## config.mk

```make
export PLATFORM = sky130hd
export DESIGN_NAME = op_rr_scheduler
export DESIGN_NICKNAME = d
export VERILOG_FILES = /design/src/rtl/op_rr_scheduler_pkg.sv /design/src/rtl/op_rr_scheduler_rr_pick.sv /design/src/rtl/op_rr_scheduler.sv
export SDC_FILE = /design/constraint.sdc
export NUM_CORES = 1
export LEC_CHECK = 0
export BUFFER_PORTS_ARGS = -buffer_cell sky130_fd_sc_hd__buf_2
export CORE_MARGIN = 4
export CORE_UTILIZATION = 48
export DETAILED_ROUTE_END_ITERATION = 10
export GPL_TIMING_DRIVEN = 0
export PLACE_DENSITY = 0.81
export SETUP_SLACK_MARGIN = 0.15
export SLEW_MARGIN = 20
export SYNTH_ARGS = -nofsm -noshare
export SYNTH_HDL_FRONTEND = slang
export SYNTH_HIERARCHICAL = 1
export SYNTH_SLANG_ARGS = --single-unit
```

## constraint.sdc

```tcl
create_clock -name clk -period 4 [get_ports clk]
set_input_delay 0.8 -clock clk [delete_from_list [all_inputs] [get_ports clk]]
set_output_delay 0.8 -clock clk [all_outputs]
set_load 0.01 [all_outputs]
```

## src/rtl/op_rr_scheduler_pkg.sv

```systemverilog
// ============================================================================
// Module  : pkg
// Brief   : Shared command-channel types and scheduler state encoding.
// Revision: 1.0
// ============================================================================
`default_nettype none

package pkg;

    typedef enum logic [7:0] {
        ONE   = 8'd0,
        TWO   = 8'd1,
        THREE = 8'd2
    } enum_t;

    typedef enum_t alias_t;

    typedef struct packed {
        logic [3:0] tag;
        logic [3:0] val;
    } struct_t;

    typedef enum logic [0:0] {
        ARB    = 1'b0,
        LOCKED = 1'b1
    } sched_state_t;

    localparam enum_t      LOCK_OP      = THREE;
    localparam logic [7:0] OP_MAX_LEGAL = 8'd2;

    function automatic logic op_is_legal(input logic [7:0] op);
        return op <= OP_MAX_LEGAL;
    endfunction

endpackage

`default_nettype wire

```

## src/rtl/op_rr_scheduler_rr_pick.sv

```systemverilog
// ============================================================================
// Module  : rr_pick
// Brief   : Combinational rotate-priority picker: first valid at/after ptr_i.
// Revision: 1.0
// ============================================================================
`default_nettype none

module rr_pick
    import pkg::*;
#(
    parameter int NUM_REQ = 4,
    localparam int IDX_W  = $clog2(NUM_REQ)
) (
    input  logic [NUM_REQ-1:0] valid_i,
    input  logic [IDX_W-1:0]   ptr_i,
    output logic [NUM_REQ-1:0] grant_o,
    output logic [IDX_W-1:0]   idx_o,
    output logic               any_o
);

    localparam logic [IDX_W:0] C_NUM = (IDX_W+1)'(NUM_REQ);

    logic [IDX_W:0]   w_sum;
    logic [IDX_W-1:0] w_cand;

    always_comb begin
        grant_o = '0;
        idx_o   = '0;
        any_o   = 1'b0;
        w_sum   = '0;
        w_cand  = '0;
        for (int k = 0; k < NUM_REQ; k++) begin
            w_sum = {1'b0, ptr_i} + (IDX_W+1)'(k);
            if (w_sum >= C_NUM) begin
                w_sum = w_sum - C_NUM;
            end
            w_cand = w_sum[IDX_W-1:0];
            if (!any_o && valid_i[w_cand]) begin
                any_o           = 1'b1;
                grant_o[w_cand] = 1'b1;
                idx_o           = w_cand;
            end
        end
    end

endmodule

`default_nettype wire

```

## src/rtl/op_rr_scheduler.sv

```systemverilog
// ============================================================================
// Module  : op_rr_scheduler
// Brief   : Round-robin command scheduler with THREE-initiated locked bursts.
// Revision: 1.0
// ============================================================================
`default_nettype none

module op_rr_scheduler
    import pkg::*;
#(
    parameter int NUM_REQ    = 4,
    parameter int LOCK_BEATS = 3
) (
    input  logic                       clk,
    input  logic                       rst_n,
    input  logic [NUM_REQ-1:0]         req_valid_i,
    input  logic [NUM_REQ*8-1:0]       req_op_i,
    input  logic [NUM_REQ*8-1:0]       req_data_i,
    output logic [NUM_REQ-1:0]         req_ready_o,
    output logic                       out_valid_o,
    input  logic                       out_ready_i,
    output alias_t                     out_op_o,
    output struct_t                    out_data_o,
    output logic [$clog2(NUM_REQ)-1:0] out_src_o,
    output logic                       err_o,
    output logic                       busy_o
);

    localparam int IDX_W  = $clog2(NUM_REQ);
    localparam int BEAT_W = $clog2(LOCK_BEATS);
    localparam logic [IDX_W-1:0]  C_LAST_IDX   = IDX_W'(NUM_REQ - 1);
    localparam logic [BEAT_W-1:0] C_BEATS_INIT = BEAT_W'(LOCK_BEATS - 1);

    function automatic logic [IDX_W-1:0] next_idx(input logic [IDX_W-1:0] i);
        return (i == C_LAST_IDX) ? '0 : i + IDX_W'(1);
    endfunction

    sched_state_t      state_q, state_d;
    logic [IDX_W-1:0]  ptr_q, ptr_d;
    logic [IDX_W-1:0]  lock_id_q, lock_id_d;
    logic [BEAT_W-1:0] beats_q, beats_d;
    logic              out_valid_q, out_valid_d;
    alias_t            out_op_q, out_op_d;
    struct_t           out_data_q, out_data_d;
    logic [IDX_W-1:0]  out_src_q, out_src_d;
    logic              err_q, err_d;

    logic               w_slot_free;
    logic [NUM_REQ-1:0] w_pick_valid;
    logic [NUM_REQ-1:0] w_grant;
    logic [IDX_W-1:0]   w_pick_idx;
    logic               w_pick_any;
    logic               w_accept;
    logic [7:0]         w_acc_op;
    logic [7:0]         w_acc_data;
    logic               w_acc_legal;

    assign w_slot_free  = !out_valid_q || out_ready_i;
    // While locked only the lock owner is visible to the picker.
    assign w_pick_valid = (state_q == LOCKED)
                        ? (req_valid_i & (NUM_REQ'(1) << lock_id_q))
                        : req_valid_i;

    rr_pick #(.NUM_REQ(NUM_REQ)) u_pick (
        .valid_i (w_pick_valid),
        .ptr_i   (ptr_q),
        .grant_o (w_grant),
        .idx_o   (w_pick_idx),
        .any_o   (w_pick_any)
    );

    assign w_accept    = w_slot_free && w_pick_any;
    assign req_ready_o = w_accept ? w_grant : '0;
    assign w_acc_op    = req_op_i[{w_pick_idx, 3'b000} +: 8];
    assign w_acc_data  = req_data_i[{w_pick_idx, 3'b000} +: 8];
    assign w_acc_legal = op_is_legal(w_acc_op);

    always_comb begin
        state_d     = state_q;
        ptr_d       = ptr_q;
        lock_id_d   = lock_id_q;
        beats_d     = beats_q;
        out_valid_d = out_valid_q;
        out_op_d    = out_op_q;
        out_data_d  = out_data_q;
        out_src_d   = out_src_q;
        err_d       = w_accept && !w_acc_legal;

        // Illegal opcodes are consumed but never occupy the slot.
        if (w_accept && w_acc_legal) begin
            out_valid_d = 1'b1;
            out_op_d    = alias_t'(w_acc_op);
            out_data_d  = struct_t'(w_acc_data);
            out_src_d   = w_pick_idx;
        end else if (out_ready_i) begin
            out_valid_d = 1'b0;
        end

        case (state_q)
            ARB: begin
                if (w_accept) begin
                    if (w_acc_op == LOCK_OP) begin
                        state_d   = LOCKED;
                        lock_id_d = w_pick_idx;
                        beats_d   = C_BEATS_INIT;
                    end else begin
                        ptr_d = next_idx(w_pick_idx);
                    end
                end
            end
            LOCKED: begin
                if (w_accept) begin
                    beats_d = beats_q - BEAT_W'(1);
                    if (beats_q == BEAT_W'(1)) begin
                        state_d = ARB;
                        ptr_d   = next_idx(lock_id_q);
                    end
                end else if (w_slot_free && !req_valid_i[lock_id_q]) begin
                    state_d = ARB;
                    ptr_d   = next_idx(lock_id_q);
                    beats_d = '0;
                end
            end
            default: state_d = ARB;
        endcase
    end

    always_ff @(posedge clk or negedge rst_n) begin
        if (!rst_n) begin
            state_q     <= ARB;
            ptr_q       <= '0;
            lock_id_q   <= '0;
            beats_q     <= '0;
            out_valid_q <= 1'b0;
            out_op_q    <= ONE;
            out_data_q  <= '0;
            out_src_q   <= '0;
            err_q       <= 1'b0;
        end else begin
            state_q     <= state_d;
            ptr_q       <= ptr_d;
            lock_id_q   <= lock_id_d;
            beats_q     <= beats_d;
            out_valid_q <= out_valid_d;
            out_op_q    <= out_op_d;
            out_data_q  <= out_data_d;
            out_src_q   <= out_src_d;
            err_q       <= err_d;
        end
    end

    assign out_valid_o = out_valid_q;
    assign out_op_o    = out_op_q;
    assign out_data_o  = out_data_q;
    assign out_src_o   = out_src_q;
    assign err_o       = err_q;
    assign busy_o      = (state_q == LOCKED);

endmodule

`default_nettype wire

```

==> reports/results.ini <==
[status]
outcome = finished clean

[clocking]
cts_tree = yes
cts_buffer_depth = 2
clkTransAtPathRegs_ns = 0.10
clock_sinks = 27
clkLatencyLatePin_ns = 0.28
root_buffer = clkbuf_8
cts_made_buffers = 3
htreeDepth = 1

[final_layout]
fillers = 308
final_core_util = 0.7192
diodes = 0
drive_above_1_share = 0.5948
nets = 389
area_growth_pct = 39.71

[route]
detailedRoute.firstIterationViolations = 98
dr.pass1.iters = 4
via_per_inst = 5.683
drc_errors = 0
num_vias = 2023
wire_per_inst_um = 17.02
wl_um = 6059
ant_nets = 0

[global_routing]
grt_pass1_vias = 1895
overflow = 0
gr-usage-met3 = 0.03338
use_met2 = 0.3532
antenna_found_initial = 0
top_usage_layer = met2
grt_pass1_wl_um = 8894
met1_usage = 0.2650
grt_max_degree = 28
grt_usage = 0.2034

[power]
pwr-share-seq = 0.160
irDropWorstVdd_mv = 0.5996
p_leak_nw = 1.537
clkPwrFrac = 0.062
p_int_w = 0.001484
switching_share = 0.4308
p_per_area_mw_per_mm2 = 874.6
comb_power_share = 0.778
switching_power_w = 0.001123

[die]
start_util = 0.5148
die_y_um = 74.67
fp.dieArea_mm2 = 0.005575
die_x_um = 74.67
coreArea_mm2 = 0.004144
rows = 23
io_pins = 96

[logic_synthesis]
syn_inst = 185
ys_warn_count = 6
ys_types = 47
syn_area_mm2 = 0.002133
avgSynthCellArea_um2 = 11.53
synth-seq-cells = 27
async_flop_share = 1.000
ys.flop_type = dfrtp_1
ys_seq_area_frac = 0.3167
synth_edf_count = 0
syn_nets = 267

[place]
post-place-ws_ns = -0.2330
place.gp.congestion = 0.8749
dp_hpwl_um = 4226
portBuffers = 95

[setup_path]
crit_fanout = 7
arrival_ns = 3.94
crit_type = register to register
endpoint_kind = register
worstPathRequired_ns = 4.17
start_kind = register

[sta]
skew_ns = 0.001421
relSlewSlack = 0.5965
timing.hold.ws_ns = 0.4840
finalWorstSetupSlack_ns = 0.2243
timing_hold_violations_final = 0
setup-violations-final = 0
min_period_over_period = 0.9439
max_freq_mhz = 264.8
worstMarginPinSlew_ns = 0.6053
rsz0062_at_grt = false
period_needed_ns = 3.776
slew_violations = 0

[hold_path]
hp-class = register to register

[flow_run]
timing.max_cap.violations = 0

==> critical path, cell delays in order (launching register included) <==
cell and delay, ns:
dfrtp_2 0.44, buf_6 0.13, ha_2 0.16, o21a_1 0.23, mux4_2 0.59, nor2b_2 0.16, nor2_2 0.06, o31ai_4 0.29
buf_6 0.18, mux4_2 0.58, nor2b_4 0.17, o211ai_4 0.10, or3_4 0.43, mux2i_1 0.13
==> what timing repair did <==
action / 4_1_cts / 5_1_grt
buffers inserted: 2 / 20
setup endpoints to repair: 24 / 25
resized for setup: 11 / 25
hold buffers: 0 / 0
pin swaps: 1 / 9
==> Yosys cell counts, drive strengths merged, types with 5 or more instances <==
cell	number	area, µm²
mux4	16	371.6
o21ai	8	40.04
mux2	13	157.7
nand2	9	41.29
buf	5	50.04
a22oi	8	60.06
nor2	13	48.80
dfrtp	27	675.7
and2	8	50.05
mux2i	5	50.05
inv	14	52.55
ha	11	137.6
==> power groups by stage <==
stage / clock, W / sequential, W / combinational [W]
after CTS: 0.000161 / 0.000416 / 0.00170
after global routing: 0.000175 / 0.000429 / 0.00219
after global placement: 0 / 0.000418 / 0.00157
after floorplan: 0 / 0.000433 / 0.00124
final: 0.000161 / 0.000416 / 0.00203
after detailed placement: 0 / 0.000420 / 0.00162
==> final cells by class <==
cell class / count / area [µm²] / area share
Multi-Input combinational cell: 135 / 1399 / 0.4694
Buffer: 9 / 91.34 / 0.03065
Clock inverter: 1 / 7.507 / 0.002519
Sequential cell: 27 / 678.2 / 0.2275
Tap cell: 50 / 62.56 / 0.02099
Inverter: 14 / 56.30 / 0.01889
Clock buffer: 3 / 41.29 / 0.01385
Timing Repair Buffer: 117 / 644.4 / 0.2162
==> final timing paths <==
| path | start | endpoint | slack, ns | depth (start not counted) |
|---|---|---|---|---|
| max | lock_id_q[0]$_DFFE_PN0P_ | lock_id_q[0]$_DFFE_PN0P_ | 0.22 | 13 |
| min | out_op_o[5]$_DFFE_PN0P_ | out_op_o[5]$_DFFE_PN0P_ | 0.48 | 1 |
| max reg2reg | lock_id_q[0]$_DFFE_PN0P_ | lock_id_q[0]$_DFFE_PN0P_ | 0.22 | 13 |
| min reg2reg | out_op_o[5]$_DFFE_PN0P_ | out_op_o[5]$_DFFE_PN0P_ | 0.48 | 1 |
| max in group asynchronous | rst_n | ptr_q[0]$_DFFE_PN0P_ | 3.05 | 1 |
| min in group asynchronous | rst_n | out_op_o[2]$_DFFE_PN0P_ | 0.52 | 1 |
==> state kept, by name (all words and copies together) (netlist names) <==
name / cells
out_valid_o: 1
lock_id_q: 2
beats_q: 2
out_op_o: 8
busy_o: 1
out_src_o: 2
out_data_o: 8
err_o: 1
ptr_q: 2
==> cells by family (layout without fill, tap and decap cells) <==
logic type	after synthesis	after routing	synth area share
compound gates	37	37	0.1390
flops	27	27	0.3167
fa+ha+maj	11	11	0.06452
buf+inv	23	144	0.05513
mux	34	34	0.2716
simple gates	53	53	0.1531
==> layer usage <==
layer  up-vias  wire [µm]
li1        940          -
met1       995       2522
met2        80       3143
met3         8        329
met4         0         64
met5         -          0
==> stage by stage <==
step                      power (W)  cell area (µm²)  cells  TNS [ns]
after global placement     0.001991             2671    330    -1.230
after floorplan            0.001669             2133    185         0
final                      0.002607             2980    356         0
after detailed placement   0.002039             2671    330    -2.530
after CTS                  0.002274             2758    336         0
after global routing       0.002792             2980    356         0
==> layout by cell type, fill, tap and decap left out, types with 2 or more instances in the layout <==
cell type | synthesis | routed
buf_6 | 4 | 5
mux4_1 | 3 | 2
dfrtp_2 | 0 | 2
o21a_1 | 3 | 2
inv_1 | 14 | 13
nand2_1 | 8 | 7
o21ai_0 | 8 | 7
mux2_4 | 3 | 3
and2_1 | 8 | 7
clkbuf_8 | 0 | 3
buf_4 | 0 | 21
dfrtp_1 | 27 | 25
ha_1 | 11 | 9
buf_2 | 1 | 95
clkinvlp_4 | 0 | 2
o22ai_1 | 2 | 2
nand2b_1 | 4 | 4
a22o_2 | 1 | 2
or3_4 | 2 | 2
and3_1 | 4 | 4
ha_2 | 0 | 2
nor4b_1 | 2 | 2
mux4_2 | 13 | 14
buf_8 | 0 | 2
mux2i_1 | 5 | 5
a21oi_1 | 2 | 2
mux2_2 | 10 | 10
a22oi_1 | 8 | 8
nor2_1 | 13 | 12
No activity file was read; power rests on OpenSTA's default activity.
